--- src/rtl/mc_ctrl_pkg.sv ---
// mc_ctrl_pkg: shared encodings for the multi-cycle MIPS control unit.
//   - state_t: FSM state codes (also exported on the debug state port)
//   - opcode / funct constants used by the decoder
//   - default I/O page and I/O timeout
//   - dec_t: decoded instruction classes passed from insn_decode32 to the FSM
package mc_ctrl_pkg;

  typedef enum logic [2:0] {
    S_IF     = 3'd0,
    S_ID     = 3'd1,
    S_EX     = 3'd2,
    S_MEM    = 3'd3,
    S_WB     = 3'd4,
    S_IOWAIT = 3'd5
  } state_t;

  localparam logic [5:0] OP_RTYPE = 6'b000000;
  localparam logic [5:0] OP_J     = 6'b000010;
  localparam logic [5:0] OP_JAL   = 6'b000011;
  localparam logic [5:0] OP_BEQ   = 6'b000100;
  localparam logic [5:0] OP_BNE   = 6'b000101;
  localparam logic [5:0] OP_LW    = 6'b100011;
  localparam logic [5:0] OP_SW    = 6'b101011;
  localparam logic [5:0] FN_JR    = 6'b001000;

  localparam logic [21:0] IO_PAGE_DEF    = 22'h3FFFFF;
  localparam logic [7:0]  IO_TIMEOUT_DEF = 8'd255;

  typedef struct packed {
    logic r_format;
    logic i_format;
    logic lw;
    logic sw;
    logic beq;
    logic bne;
    logic j;
    logic jal;
    logic jr;
    logic sftmd;
    logic legal;
  } dec_t;

  // Shift-class R-format functs: sll, srl, sra, sllv, srlv, srav.
  function automatic logic is_shift(input logic [5:0] fn);
    case (fn)
      6'h00, 6'h02, 6'h03, 6'h04, 6'h06, 6'h07: return 1'b1;
      default:                                  return 1'b0;
    endcase
  endfunction

endpackage

--- src/rtl/insn_decode32.sv ---
// insn_decode32: purely combinational instruction-class decode.
//   op   - instruction[31:26]
//   func - instruction[5:0]
//   dec  - class flags (R/I format, lw, sw, beq, bne, j, jal, jr, shift, legal)
module insn_decode32
  import mc_ctrl_pkg::*;
(
  input  logic [5:0] op,
  input  logic [5:0] func,
  output dec_t       dec
);

  logic r_fmt, i_fmt, is_lw, is_sw, is_beq, is_bne, is_j, is_jal;

  assign r_fmt  = (op == OP_RTYPE);
  assign i_fmt  = (op[5:3] == 3'b001);
  assign is_lw  = (op == OP_LW);
  assign is_sw  = (op == OP_SW);
  assign is_beq = (op == OP_BEQ);
  assign is_bne = (op == OP_BNE);
  assign is_j   = (op == OP_J);
  assign is_jal = (op == OP_JAL);

  always_comb begin
    dec          = '0;
    dec.r_format = r_fmt;
    dec.i_format = i_fmt;
    dec.lw       = is_lw;
    dec.sw       = is_sw;
    dec.beq      = is_beq;
    dec.bne      = is_bne;
    dec.j        = is_j;
    dec.jal      = is_jal;
    dec.jr       = r_fmt && (func == FN_JR);
    dec.sftmd    = r_fmt && is_shift(func);
    dec.legal    = r_fmt | i_fmt | is_lw | is_sw | is_beq | is_bne | is_j | is_jal;
  end

endmodule

--- src/rtl/mc_control32.sv ---
// mc_control32: multi-cycle control FSM (IF/ID/EX/MEM/WB/IOWAIT) with
// memory-mapped I/O wait and timeout.
//   clock, rst_n          - clock, async active-low reset
//   Op, Func              - IR fields, stable for the whole instruction
//   Alu_resultHigh        - ALU result [31:10], compared against IO_PAGE
//   Zero                  - ALU zero flag (EX)
//   io_ready              - I/O completion handshake
//   strobes/steering      - datapath controls, decoded from state + inputs
//   io_err, illegal_op    - single-cycle error pulses
//   state                 - current FSM state for debug
// Outputs are combinational from the state register and the stable
// instruction inputs; they are forced low while rst_n is low so that reset
// takes effect on the outputs without waiting for an edge.
module mc_control32
  import mc_ctrl_pkg::*;
#(
  parameter logic [21:0] IO_PAGE    = IO_PAGE_DEF,
  parameter logic [7:0]  IO_TIMEOUT = IO_TIMEOUT_DEF
) (
  input  logic        clock,
  input  logic        rst_n,
  input  logic [5:0]  Op,
  input  logic [5:0]  Func,
  input  logic [21:0] Alu_resultHigh,
  input  logic        Zero,
  input  logic        io_ready,
  output logic        PCWrite,
  output logic        IRWrite,
  output logic        RegWrite,
  output logic        MemRead,
  output logic        MemWrite,
  output logic        IORead,
  output logic        IOWrite,
  output logic        MemorIOtoReg,
  output logic        RegDST,
  output logic        ALUSrc,
  output logic        Sftmd,
  output logic        Jr,
  output logic        Jal,
  output logic        Branch,
  output logic        nBranch,
  output logic [1:0]  ALUop,
  output logic        io_err,
  output logic        illegal_op,
  output logic [2:0]  state
);

  state_t     st;
  logic [7:0] cnt;
  dec_t       d;
  logic       io, br_take, steer;

  insn_decode32 u_dec (.op(Op), .func(Func), .dec(d));

  assign io      = (Alu_resultHigh == IO_PAGE);
  assign br_take = (d.beq & Zero) | (d.bne & ~Zero);
  // ALU steering stays up while the address is being used in MEM/IOWAIT.
  assign steer   = (st == S_EX) || (st == S_MEM) || (st == S_IOWAIT);
  assign state   = st;

  always_ff @(posedge clock or negedge rst_n) begin
    if (!rst_n) begin
      st  <= S_IF;
      cnt <= '0;
    end else begin
      case (st)
        S_IF: st <= S_ID;
        S_ID: begin
          if (!d.legal || d.j || d.jr) st <= S_IF;
          else if (d.jal)              st <= S_WB;
          else                         st <= S_EX;
        end
        S_EX: begin
          if (d.lw || d.sw)       st <= S_MEM;
          else if (d.beq || d.bne) st <= S_IF;
          else                     st <= S_WB;
        end
        S_MEM: begin
          if (io && !io_ready) begin
            st  <= S_IOWAIT;
            cnt <= '0;
          end else begin
            st <= d.lw ? S_WB : S_IF;
          end
        end
        S_IOWAIT: begin
          // io_ready wins over a coincident timeout.
          if (io_ready)                st <= d.lw ? S_WB : S_IF;
          else if (cnt == IO_TIMEOUT)  st <= S_IF;
          else                         cnt <= cnt + 8'd1;
        end
        S_WB:    st <= S_IF;
        default: st <= S_IF;
      endcase
    end
  end

  always_comb begin
    PCWrite = 1'b0; IRWrite = 1'b0; RegWrite = 1'b0; MemRead = 1'b0;
    MemWrite = 1'b0; IORead = 1'b0; IOWrite = 1'b0; MemorIOtoReg = 1'b0;
    RegDST = 1'b0; ALUSrc = 1'b0; Sftmd = 1'b0; Jr = 1'b0; Jal = 1'b0;
    Branch = 1'b0; nBranch = 1'b0; ALUop = 2'b00; io_err = 1'b0;
    illegal_op = 1'b0;
    if (rst_n) begin
      if (steer) begin
        ALUop  = {d.r_format | d.i_format, d.beq | d.bne};
        ALUSrc = ~(d.r_format | d.beq | d.bne);
        Sftmd  = d.sftmd;
      end
      case (st)
        S_IF: begin
          IRWrite = 1'b1;
          PCWrite = 1'b1;
        end
        S_ID: begin
          PCWrite    = d.j | d.jr;
          Jr         = d.jr;
          illegal_op = ~d.legal;
        end
        S_EX: begin
          PCWrite = br_take;
          Branch  = d.beq;
          nBranch = d.bne;
        end
        S_MEM: begin
          MemRead  = d.lw & ~io;
          MemWrite = d.sw & ~io;
          IORead   = d.lw & io;
          IOWrite  = d.sw & io;
        end
        S_IOWAIT: begin
          IORead  = d.lw;
          IOWrite = d.sw;
          io_err  = (cnt == IO_TIMEOUT) && !io_ready;
        end
        S_WB: begin
          RegWrite     = 1'b1;
          RegDST       = d.r_format;
          MemorIOtoReg = d.lw;
          Jal          = d.jal;
          PCWrite      = d.jal;
        end
        default: ;
      endcase
    end
  end

endmodule

--- config.mk ---
export PLATFORM = sky130hd
export DESIGN_NAME = mc_control32
export DESIGN_NICKNAME = d
export VERILOG_FILES = /design/src/rtl/mc_ctrl_pkg.sv /design/src/rtl/insn_decode32.sv /design/src/rtl/mc_control32.sv
export SDC_FILE = /design/constraint.sdc
export NUM_CORES = 1
export LEC_CHECK = 0
export BUFFER_PORTS_ARGS = -buffer_cell sky130_fd_sc_hd__buf_2
export CORE_ASPECT_RATIO = 1.5
export CORE_MARGIN = 5
export CORE_UTILIZATION = 44
export CTS_BUF_LIST = sky130_fd_sc_hd__clkbuf_4 sky130_fd_sc_hd__clkbuf_8 sky130_fd_sc_hd__clkbuf_16
export CTS_CLUSTER_DIAMETER = 120
export CTS_CLUSTER_SIZE = 24
export DETAILED_ROUTE_END_ITERATION = 7
export GPL_TIMING_DRIVEN = 0
export PLACE_DENSITY = 0.78
export REMOVE_ABC_BUFFERS = 1
export SETUP_SLACK_MARGIN = 0.1
export SLEW_MARGIN = 20
export SYNTH_ARGS = -nofsm -noshare
export SYNTH_HDL_FRONTEND = slang
export SYNTH_SLANG_ARGS = --single-unit
--- constraint.sdc ---
create_clock -name clock -period 2.67 [get_ports clock]
set_clock_uncertainty 0.1 [all_clocks]
set_input_delay 0.534 -clock clock [delete_from_list [all_inputs] [get_ports clock]]
set_output_delay 0.534 -clock clock [all_outputs]
set_load 0.01 [all_outputs]
* Yosys cells after proc, flatten, opt, wreduce, memory -nomap -nowiden
Index checks and enable logic that the tools add are counted.
** Storage, ports and cells
- Bits in registers :: 11
- Input port bits :: 38
- Output and inout bits :: 22
- Logic and storage cells :: 117
** Cells by class
- Add/subtract/negate cells :: 1
- Equality and inequality tests :: 24
- Muxes and demuxes :: 50
- Bitwise operators :: 22
- Reductions and logical operators :: 18
** Operators by type and width (number)
- $mux 1 :: 32
- $eq 6x3->1 const B :: 5
- $eq 6x2->1 const B :: 4
- $mux 3 :: 8
- $mux 8 :: 3
- $eq 22x22->1 const B :: 1
- $pmux 8 s2 :: 1
- $pmux 3 s5 :: 1
- $eq 6x6->1 const B :: 2
- $logic_not 6->1 :: 2
- $or 1x1->1 :: 12
- $add 8x1->8 const B :: 1
- $eq 8x8->1 const B :: 1
- $and 1x1->1 :: 6
- $eq 3x1->1 const B :: 2
- $eq 3x2->1 const B :: 2
- $eq 3x3->1 const B :: 2
- $eq 6x4->1 const B :: 1
- $logic_or 1x1->1 :: 6
- $reduce_or 6->1 :: 1
- $logic_and 1x1->1 :: 4
- $mux 2 :: 2
- $ne 2x2->1 const B :: 2
- $not 1->1 :: 4
- other kinds (8) :: 10

* Longest topological paths before layout
Gate-level depths: netlist of run 1.
- Word-level depth :: 13
- Mapped depth :: 5
- Gate-level depth less buffers :: 5

* Modules after synthesis
Synthesis of run 1 repeated with hierarchy kept, for this count alone.
** Second synthesis, totals
- Cell total of the unflattened synthesis :: 154
- Area total of the unflattened synthesis :: 1197.4 um^2
** Modules (own cells, without submodules)
- mc_control32 :: instances 1, cells each 120, area an instance 945.9 um^2, sequential area each 275.3 um^2
- insn_decode32 :: instances 1, cells each 34, area an instance 251.5 um^2, sequential area each 0.0 um^2

* Worst setup path before layout of run 1
OpenSTA, ideal clock, no wires.
- Path type :: in2out
- Start point :: in Op[4]
- End point :: out Jr
- Data arrival time :: 1.911 ns
- Data required time :: 2.036 ns
- Path slack :: 0.125 ns
- Stages :: 4
- Buffers on the path :: 0
- Cells stage by stage :: or2_4 -> or3_1 -> or3_1 -> nor4_1
** On the way
- Word-level cells in the longest chain between the ends :: 4
** Ends and longest elaborated chain
- start, declared :: RTL line mc_control32.sv:22 : input logic [5:0] Op,
- $logic_not 6->1 :: RTL line insn_decode32.sv:15 : assign r_fmt = (op == OP_RTYPE);
- $logic_and 1x1->1 :: RTL line insn_decode32.sv:34 : dec.jr = r_fmt && (func == FN_JR);
- $mux 1 :: RTL line mc_control32.sv:110 : case (st)
- $mux 1 :: RTL line mc_control32.sv:104 : if (rst_n) begin
- end, declared :: RTL line mc_control32.sv:38 : output logic Jr,
Every way passes these cells.

* Final worst setup path of run 1
- Start point :: in Op[5]
- End point :: out PCWrite
** On the way
- Word-level cells in the longest chain between the ends :: 5
- Elaborated cells on any way between the ends :: 12
- Those cells by class :: eq/ne (4); mux (2); bitwise (4); reduce/logical (2)
** Ends and longest elaborated chain
- $eq 6x3->1, or another cell as far along :: RTL line insn_decode32.sv:19 : assign is_beq = (op == OP_BEQ);
- $and 1x1->1 or $logic_and 1x1->1 (tied branches) :: RTL line mc_control32.sv:56, insn_decode32.sv:34
- $or 1x1->1 (on tied branches) :: RTL line mc_control32.sv:56, mc_control32.sv:116
- $pmux 1 s4 * :: RTL line mc_control32.sv:110
- $mux 1 * :: RTL line mc_control32.sv:104
- end, declared :: RTL line mc_control32.sv:27 : output logic PCWrite,
Mark *: on every way between the ends. The rest lies on a longest branch, timed or not.

==> results.yml, run 1 <==
logic_synthesis:
  netlist_area_um2: 1090
  syn_inst: 138
  synth_warnings: 0
  synthAdderAreaFrac_pct: 1.15
  ys.flop_type: "dfrtp_1"
  muxShareOfSynthArea_pct: 3.90
  synth_top_family_by_area: "simple AND/OR/NAND/NOR gates"
  synth-seq-cells: 11
  ys_async_sr_fraction_pct: 100
  synth_edf_count: 0
  synthSimpleGateAreaFrac_pct: 45.8
  synth-compound-area-share_pct: 17.9
  synthXorXnorAreaFrac_pct: 2.41
  ys_types: 49
  yosysSeqAreaShare_pct: 25.3
  syn_area_per_cell_um2: 7.90
critical_path:
  cp.required_ps: 2040
  cpMaxStageDelayCell: "or4b_1"
  crit_chain: "buf_8 > or2_4 > or3_4 > or4b_1 > a21oi_2 > buf_2"
  cp_max_fo: 3
  path_delay_family: "simple AND/OR/NAND/NOR gates"
  cp-end-kind: "output port"
  max_stage_delay_ps: 500
  crit_type: "input port to output port"
  cp.buffers_inverters: 2
  start_kind: "input port"
  crit_arrival_ps: 2010
sta:
  slew_viol_final: 0
  finalHoldViolCount: 0
  period_share_pct: 99.0
  tightest_slew_ps: 500
  finalSetupViolations: 0
  setup_ws_ps: 27.3
  max_freq_mhz: 378
  tns_ps: 0
  rsz0062_at_grt: "yes"
  relSlewSlack_pct: 65.8
  timing.hold.ws_ps: 9.74
  period_needed_ps: 2640
clock_network:
  postCtsHoldBufs: 0
  cts_buffers: 3
  clockBufferDepth: 2
  cts_htree_levels: 1
  cts_tree: "yes"
  cts_sinks: 11
  path_clk_slew_ps: 70
  root_buffer: "clkbuf_4"
  insertion_delay_ps: 270
finish:
  fin_cells: 228
  drive_gt1_share_pct: 41.7
  n_antenna_cell: 0
  area_growth_syn_to_layout_pct: 41.4
  num-nets-final: 244
route:
  drcViolationCount: 0
  wl_per_cell_um: 15.3
  drt-total-wl_um: 3490
  ant_nets: 0
  firstDrtPassIters: 4
  drtIter0Drc: 27
  vias: 1366
  routed_via_density: 5.99
global_routing:
  grt.total_usage_pct: 19.3
  grt_max_degree: 18
  grt_pass1_vias: 1401
  grt_overflow: 0
  grt_antenna_before_repair: 0
  grt_pass1_wl_um: 5750
power_and_ir_drop:
  ir_worst_vdd_mv: 0.316
  power.density_nw_per_um2: 421
  leakage_nw: 0.765
hold_path:
  hp-class: "input port to async pin"
place:
  gp_congestion: 0.800
  pre_cts_ws_ps: -61.3
  dp_hpwl_um: 2660
  io_buffers: 59
  place_inst: 218
die:
  core_um2: 2420
  dieArea_um2: 3590
  rows: 22
  ioPinCount: 60
  start_util_pct: 45.0
  die_width_um: 50.6
  die_h_um: 71.0
flow_run:
  maxCapViolations: 0
outcome:
  status: "finished clean"
worst reg2reg max path, cell delays in order (launching register included):
cell and delay, ps:
dfrtp_2 380, buf_4 150, buf_4 140, nor4bb_1 340, nand3_1 170, o21a_1 240, mux2_2 280
stage by stage:
stage	instance area [um^2]	power (W)	utilization (%)
6_report	1540	0.000649	63.6
5_1_grt	1540	0.000699	63.6
4_1_cts	1490	0.000620	61.6
3_5_place_dp	1400	0.000492	57.9
3_3_place_gp	1400	0.000483	57.9
2_1_floorplan	1080	0.000381	-
metal layers:
metal,global-route usage (%),vias to the layer above,share of wire (%)
li1,-,663,-
met1,21.5,646,37
met2,35.2,53,55
met3,2.74,4,6.7
met4,7.95,0,0.77
met5,0,-,0
flip-flops by register name, indices dropped and copies added (netlist names):
register	cells
cnt	8
state	3
Yosys cell counts, types with 2 or more instances:
library cell	count	area, um^2
dfrtp_1	11	275
o21ai_0	6	30.0
nand4bb_1	3	33.8
a21oi_1	6	30.0
xnor2_1	3	26.3
mux2i_1	2	20.0
nand3_1	5	25.0
nand4_1	4	25.0
inv_1	7	26.3
a2111oi_0	3	26.3
nor2b_1	4	25.0
nor4_1	3	18.8
nor3b_1	2	15.0
and3_1	6	37.5
nand3b_1	2	15.0
or2b_1	2	15.0
nand2b_1	4	25.0
or3_1	3	18.8
nor2_1	12	45.0
a21o_1	2	15.0
and4_1	5	43.8
clkbuf_1	2	7.51
a31oi_1	3	18.8
mux2_2	2	22.5
nor3_1	5	25.0
nand2_1	8	30.0
worst paths after layout:
| check | startpoint | endpoint | slack, ps | depth (start not counted) |
|---|---|---|---|---|
| min in group clock | cnt[5]$_DFFE_PN0P_ | cnt[5]$_DFFE_PN0P_ | 420 | 1 |
| max in group asynchronous | rst_n | state[2]$_DFFE_PN0P_ | 2270 | 1 |
| setup / recovery | Op[5] | PCWrite | 30 | 6 |
| hold / removal | rst_n | cnt[3]$_DFFE_PN0P_ | 10 | 1 |
| setup reg to reg | state[1]$_DFFE_PN0P_ | cnt[1]$_DFFE_PN0P_ | 770 | 6 |
| hold reg to reg | cnt[5]$_DFFE_PN0P_ | cnt[5]$_DFFE_PN0P_ | 420 | 1 |
cell type report:
type,count,area (um^2)
Fill cell,225,881
Multi-Input combinational cell,117,820
Timing Repair Buffer,65,359
Sequential cell,11,279
Tap cell,24,30.0
Inverter,7,26.3
Clock buffer,3,22.5
Clock inverter,1,5.00
power breakdown:
part / total [W] / internal (W) / switching (W) / leakage, nW
combinational: 0.000292 / 0.000143 / 0.000150 / 0.607
clock: 0.000113 / 0.0000555 / 0.0000576 / 0.0177
sequential: 0.000243 / 0.000191 / 0.0000524 / 0.140
kinds of logic after synthesis:
| group | count (synthesis) |
|---|---|
| buf+inv | 10 |
| compound gates | 29 |
| xor+xnor | 3 |
| simple gates | 80 |
| fa+ha+maj | 1 |
| flops | 11 |
| mux | 4 |
cells in the final DEF, fill, tap and decap left out, drive strengths merged, types with 3 or more instances in the layout:
cell type / n
nand2: 8
nand4bb: 3
nand2b: 4
o21ai: 6
or2: 3
xnor2: 3
a2111oi: 3
buf: 65
nand4: 4
nor3: 5
or3: 4
nor2: 12
clkbuf: 3
and4: 5
inv: 7
and3: 6
dfrtp: 11
a21oi: 6
nor4: 3
a31oi: 3
nor2b: 4
nand3: 5
what timing repair did:
| action | CTS | global route |
|---|---|---|
| resized for setup | 12 | 4 |
| gates cloned | 0 | 0 |
| setup endpoints to repair | 8 | 7 |
| setup buffers | 2 | 4 |
| endpoints found under the hold margin | 0 | 0 |
| pin swaps | 3 | 2 |
No activity file was read; power rests on OpenSTA's default activity.
==> run 2, diff against run 1 <==
--- a/config.mk
+++ b/config.mk
@@ -5,16 +5,16 @@
 export SDC_FILE = /design/constraint.sdc
 export NUM_CORES = 1
 export LEC_CHECK = 0
-export BUFFER_PORTS_ARGS = -buffer_cell sky130_fd_sc_hd__buf_2
 export CORE_ASPECT_RATIO = 1.5
 export CORE_MARGIN = 5
-export CORE_UTILIZATION = 44
+export CORE_UTILIZATION = 50
 export CTS_BUF_LIST = sky130_fd_sc_hd__clkbuf_4 sky130_fd_sc_hd__clkbuf_8 sky130_fd_sc_hd__clkbuf_16
 export CTS_CLUSTER_DIAMETER = 120
 export CTS_CLUSTER_SIZE = 24
 export DETAILED_ROUTE_END_ITERATION = 7
+export DONT_BUFFER_PORTS = 1
 export GPL_TIMING_DRIVEN = 0
-export PLACE_DENSITY = 0.78
+export PLACE_DENSITY = 0.64
 export REMOVE_ABC_BUFFERS = 1
 export SETUP_SLACK_MARGIN = 0.1
 export SLEW_MARGIN = 20
==> results.yml, run 2 (same netlist as run 1, synthesis figures left out) <==
die:
  die_width_um: 48.1
  rows: 20
  dieArea_um2: 3230
  die_h_um: 67.2
  ioPinCount: 60
  core_um2: 2050
  start_util_pct: 53.1
sta:
  period_needed_ps: 2550
  rsz0062_at_grt: "yes"
  timing.hold.ws_ps: 398
  max_freq_mhz: 393
  finalHoldViolCount: 0
  period_share_pct: 95.4
  tightest_slew_ps: 580
  relSlewSlack_pct: 60.3
  tns_ps: 0
  slew_viol_final: 0
  finalSetupViolations: 0
route:
  wl_per_cell_um: 19.8
  vias: 1126
  drcViolationCount: 0
  firstDrtPassIters: 4
  routed_via_density: 6.87
  ant_nets: 0
  drtIter0Drc: 41
  drt-total-wl_um: 3250
critical_path:
  start_kind: "register"
  cp-end-kind: "output port"
  startpoint: "state[1]$_DFFE_PN0P_"
  cp_max_fo: 9
  crit_type: "register to output port"
  reg2reg_depth: 5
  critical_path.endpoint: "MemorIOtoReg"
  rrSetupSlack_ps: 740
  crit_arrival_ps: 1910
  worstReg2RegStart: "state[2]$_DFFE_PN0P_"
  cp.required_ps: 2040
  r2r_end: "cnt[1]$_DFFE_PN0P_"
finish:
  final_area_um2: 1210
  num-nets-final: 182
  area_growth_syn_to_layout_pct: 11.0
  largest_register_ffs: 8
  n_antenna_cell: 0
  layout_common_cells: "nor2_1 (10), nand2_1 (8), dfrtp_1 (8)"
  layout_commonest_cell: "nor2_1"
  drive_gt1_share_pct: 16.2
  largest-register: "cnt"
power_and_ir_drop:
  p_sw_share_pct: 39.9
  intPower_w: 0.000348
  ir_worst_vdd_mv: 0.271
  clkPwrFrac_pct: 21.7
  leakage_nw: 0.483
  power.density_nw_per_um2: 478
  power.switching_w: 0.000231
  seqPwrFrac_pct: 43.7
  power_frac_comb_pct: 34.6
global_routing:
  grt_max_degree: 17
  grt_pass1_vias: 1137
  grt.total_usage_pct: 19.9
  grt_overflow: 0
  grt_pass1_wl_um: 4730
  grt_antenna_before_repair: 0
hold_path:
  min_path_cells: 1
  hp-class: "register to register"
place:
  gp_congestion: 0.804
  place_area_um2: 1100
  dp_hpwl_um: 2450
  io_buffers: 0
clock_network:
  path_clk_slew_ps: 70
  root_buffer: "clkbuf_4"
  cts_tree: "yes"
  cts_buffers: 3
  insertion_delay_ps: 270
  cts_sinks: 11
  cts_htree_levels: 1
  clockBufferDepth: 2
outcome:
  status: "finished clean"
flow_run:
  maxCapViolations: 0
## run 2: changes by cell type in the layout (fill, tap and decap cells not counted), moves of 2 or more
| cell | delta |
|---|---|
| buf_2 | -55 |
| buf_4 | -7 |
| nor2_1 | -2 |
| nor2_2 | +2 |
## run 2: stage by stage
stage	total power (W)	util, %	cells	setup slack (ps)
after floorplan	0.000381	-	135	125
final	0.000579	59.0	164	123
after detailed placement	0.000425	53.8	157	-16.5
after global placement	0.000421	53.8	157	15.5
after global routing	0.000619	59.0	164	73.3
after CTS	0.000563	56.8	162	73.9
## run 2: timing repair
action                     CTS  global route
hold endpoints to repair    11             0
setup endpoints to repair    5             5
hold buffers                 1             0
buffers inserted             0             2
pin swaps                    0             1
gates resized for setup      6             7
## run 2: area by class of cell
cell class                      instances  area, um^2
Timing Repair Buffer                    3        20.0
Tap cell                               22        27.5
Inverter                                7        26.3
Sequential cell                        11         279
Fill cell                             197         842
Multi-Input combinational cell        117         827
Clock buffer                            4        30.0
## run 2: metal layers
| layer | global-route usage [%] | vias to the layer above | share of wire, % |
|---|---|---|---|
| met4 | 9.09 | 0 | 1.7 |
| met2 | 36.4 | 39 | 59 |
| li1 | - | 537 | - |
| met5 | 0 | - | 0 |
| met1 | 19.5 | 545 | 33 |
| met3 | 5.33 | 5 | 6.3 |
## run 2: how the worst min path moves through the flow
stage                             startpoint            endpoint  slack [ps]
final                     cnt[5]$_DFFE_PN0P_  cnt[5]$_DFFE_PN0P_         400
after global routing      cnt[5]$_DFFE_PN0P_  cnt[5]$_DFFE_PN0P_         430
after CTS                 cnt[5]$_DFFE_PN0P_  cnt[5]$_DFFE_PN0P_         400
after detailed placement               rst_n  cnt[4]$_DFFE_PN0P_         140
after global placement                 rst_n  cnt[4]$_DFFE_PN0P_         140
after floorplan                        rst_n  cnt[0]$_DFFE_PN0P_         140
## run 2: power groups by stage
stage	registers (W)	clock network, W	logic (W)
finish	0.000253	0.000126	0.000200
global route	0.000261	0.000137	0.000222
CTS	0.000260	0.000127	0.000177
detailed placement	0.000259	0	0.000166
global placement	0.000259	0	0.000162
floorplan	0.000239	0	0.000142
## run 2: worst max-delay path, cell delays in order (launching register included)
cell	delay, ps
dfrtp_2	480
nand2b_2	270
or4b_2	700
nor2_2	190
==> run 3, diff against run 2 <==
--- a/config.mk
+++ b/config.mk
@@ -5,6 +5,7 @@
 export SDC_FILE = /design/constraint.sdc
 export NUM_CORES = 1
 export LEC_CHECK = 0
+export ABC_AREA = 1
 export CORE_ASPECT_RATIO = 1.5
 export CORE_MARGIN = 5
 export CORE_UTILIZATION = 50
@@ -14,7 +15,7 @@
 export DETAILED_ROUTE_END_ITERATION = 7
 export DONT_BUFFER_PORTS = 1
 export GPL_TIMING_DRIVEN = 0
-export PLACE_DENSITY = 0.64
+export PLACE_DENSITY = 0.67
 export REMOVE_ABC_BUFFERS = 1
 export SETUP_SLACK_MARGIN = 0.1
 export SLEW_MARGIN = 20
==> constraint.sdc (replaced) <==
create_clock -name clock -period 2.1 [get_ports clock]
set_clock_uncertainty 0.1 [all_clocks]
set_input_delay 0.42 -clock clock [delete_from_list [all_inputs] [get_ports clock]]
set_output_delay 0.42 -clock clock [all_outputs]
set_load 0.005 [all_outputs]
==> results.yml, run 3 <==
power_and_ir_drop:
  ir_worst_vdd_mv: 0.562
  leakage_nw: 0.698
  power.density_nw_per_um2: 612
  total_power_w: 0.000892
logic_synthesis:
  syn_inst: 208
  synth_common_cells: "nand2_1 (51), inv_1 (32), nor2_1 (32)"
  ys_types: 31
  yosysSeqAreaShare_pct: 21.7
  netlist_area_um2: 1270
  syn_area_per_cell_um2: 6.09
  yosysMostFrequentCell: "nand2_1"
  synth_warnings: 0
  synth_edf_count: 0
  synth-seq-cells: 11
  synth_top_cell_by_area: "dfrtp_1"
  ys_async_sr_fraction_pct: 100
  synth_area_leaders: "dfrtp_1 (22%), nand2_1 (15%), inv_1 (9.5%)"
  synth_top_cell_area_share_pct: 21.7
  ys.flop_type: "dfrtp_1"
finish:
  n_antenna_cell: 0
  area_growth_syn_to_layout_pct: 15.1
  drive_gt1_share_pct: 26.9
  largest_register_ffs: 8
  largest-register: "cnt"
  layout_commonest_cell: "nand2_1"
  final_area_um2: 1460
  fillers: 248
  num-nets-final: 259
  layout_common_cells: "nand2_1 (50), inv_1 (32), nor2_1 (29)"
global_routing:
  grt_pass1_vias: 1271
  grt.total_usage_pct: 17.9
  grt_max_degree: 12
  grt_overflow: 0
  grt_pass1_wl_um: 5140
  grt_antenna_before_repair: 0
place:
  gp_congestion: 0.896
  dp_hpwl_um: 2610
  io_buffers: 0
  place_area_um2: 1260
critical_path:
  r2r_end: "cnt[4]$_DFFE_PN0P_"
  path_delay_family: "simple AND/OR/NAND/NOR gates"
  startpoint: "state[0]$_DFFE_PN0P_"
  crit_chain: "inv_2 > nor2_4 > inv_1 > nor2_4 > inv_1 > nor3_2"
  rrSetupSlack_ps: 480
  reg2reg_depth: 8
  cp.required_ps: 1580
  cpMaxStageDelayCell: "dfrtp_2"
  crit_arrival_ps: 1440
  worstReg2RegStart: "cnt[1]$_DFFE_PN0P_"
  start_kind: "register"
  max_stage_delay_ps: 440
  crit_type: "register to output port"
  cp.buffers_inverters: 3
  cp_max_fo: 5
  cp-end-kind: "output port"
die:
  core_um2: 2450
  rows: 22
  dieArea_um2: 3660
  die_width_um: 51.1
  ioPinCount: 60
  die_h_um: 71.6
  start_util_pct: 51.7
outcome:
  status: "finished clean"
hold_path:
  hp-start: "io_ready"
  holdPathEnd: "state[2]$_DFFE_PN0P_"
  min_path_cells: 3
  hp-class: "input port to register"
clock_network:
  path_clk_slew_ps: 70
  root_buffer: "clkbuf_4"
  cts_tree: "yes"
  cts_sinks: 11
  cts_buffers: 3
  insertion_delay_ps: 280
  clockBufferDepth: 2
  cts_htree_levels: 1
route:
  vias: 1376
  ant_nets: 0
  firstDrtPassIters: 5
  wl_per_cell_um: 14.1
  drtIter0Drc: 35
  drt-total-wl_um: 3420
  routed_via_density: 5.66
  drcViolationCount: 0
sta:
  finalHoldViolCount: 0
  relSlewSlack_pct: 64.6
  max_freq_mhz: 510
  tightest_slew_ps: 529
  rsz0062_at_grt: "yes"
  slew_viol_final: 0
  period_share_pct: 93.4
  tns_ps: 0
  period_needed_ps: 1960
  finalSetupViolations: 0
flow_run:
  maxCapViolations: 0
run 3: logic make-up (layout without fill, tap and decap cells):
logic type	after synthesis	in the layout	synth area share, %
and+or+nand+nor	145	145	56.8
buffers and inverters	40	51	14.0
DFF	11	11	21.7
AOI/OAI and AO/OA	8	8	4.35
xor gates and xnor gates	3	3	2.08
adders and majority gates	1	1	0.988
run 3: timing repair:
item / CTS / global route
hold buffers: 1 / 0
setup endpoints to repair: 10 / 16
setup buffers: 0 / 9
pin swaps: 0 / 6
resized for setup: 9 / 13
endpoints found under the hold margin: 11 / 0
cloned: 0 / 0
run 3: metal layers:
layer  part of all wire, %  routed length (um)  vias to the layer above  GRT usage [%]
li1                      -                   -                      673              -
met1                    33                1140                      641           17.1
met2                    57                1950                       47           33.1
met3                   6.3                 217                       15           4.99
met4                   3.4                 117                        0           10.2
met5                     0                   0                        -              0
run 3: per-stage QoR:
step	utilization [%]	hold slack [ps]	setup slack [ps]	cells
after global routing	59.5	328	52.7	243
after floorplan	-	24.4	444	205
after CTS	54.4	328	73.2	234
after detailed placement	51.3	24.9	278	229
final	59.5	322	138	243
after global placement	51.3	24.9	275	229
run 3: layout make-up:
cell class	instances	area [um^2]	share of cell area, %
clock buffers	4	30.0	2.06
inverters	37	139	9.53
flip-flops and latches	11	280	19.2
well taps	24	30.0	2.06
repair buffers	10	75.1	5.15
multi-input cells	157	903	62.0
run 3: tightest hold or removal path: stages:
cell and delay [ps]:
nor2_4 20, nand2_4 110, nand4_1 100
run 3: worst max path at each step:
stage / endpoint / slack, ps / cells past startpoint
5_1_grt: illegal_op / 50 / 6
3_3_place_gp: Sftmd / 280 / 5
2_1_floorplan: IORead / 440 / 7
4_1_cts: Jr / 70 / 5
3_5_place_dp: Sftmd / 280 / 6
6_report: illegal_op / 140 / 6
run 3: report_power, final:
group | internal [W] | leakage [nW] | switching (W) | total [W]
registers | 0.000265 | 0.138 | 0.0000700 | 0.000335
logic | 0.000144 | 0.542 | 0.000250 | 0.000395
clock network | 0.0000867 | 0.0184 | 0.0000761 | 0.000163
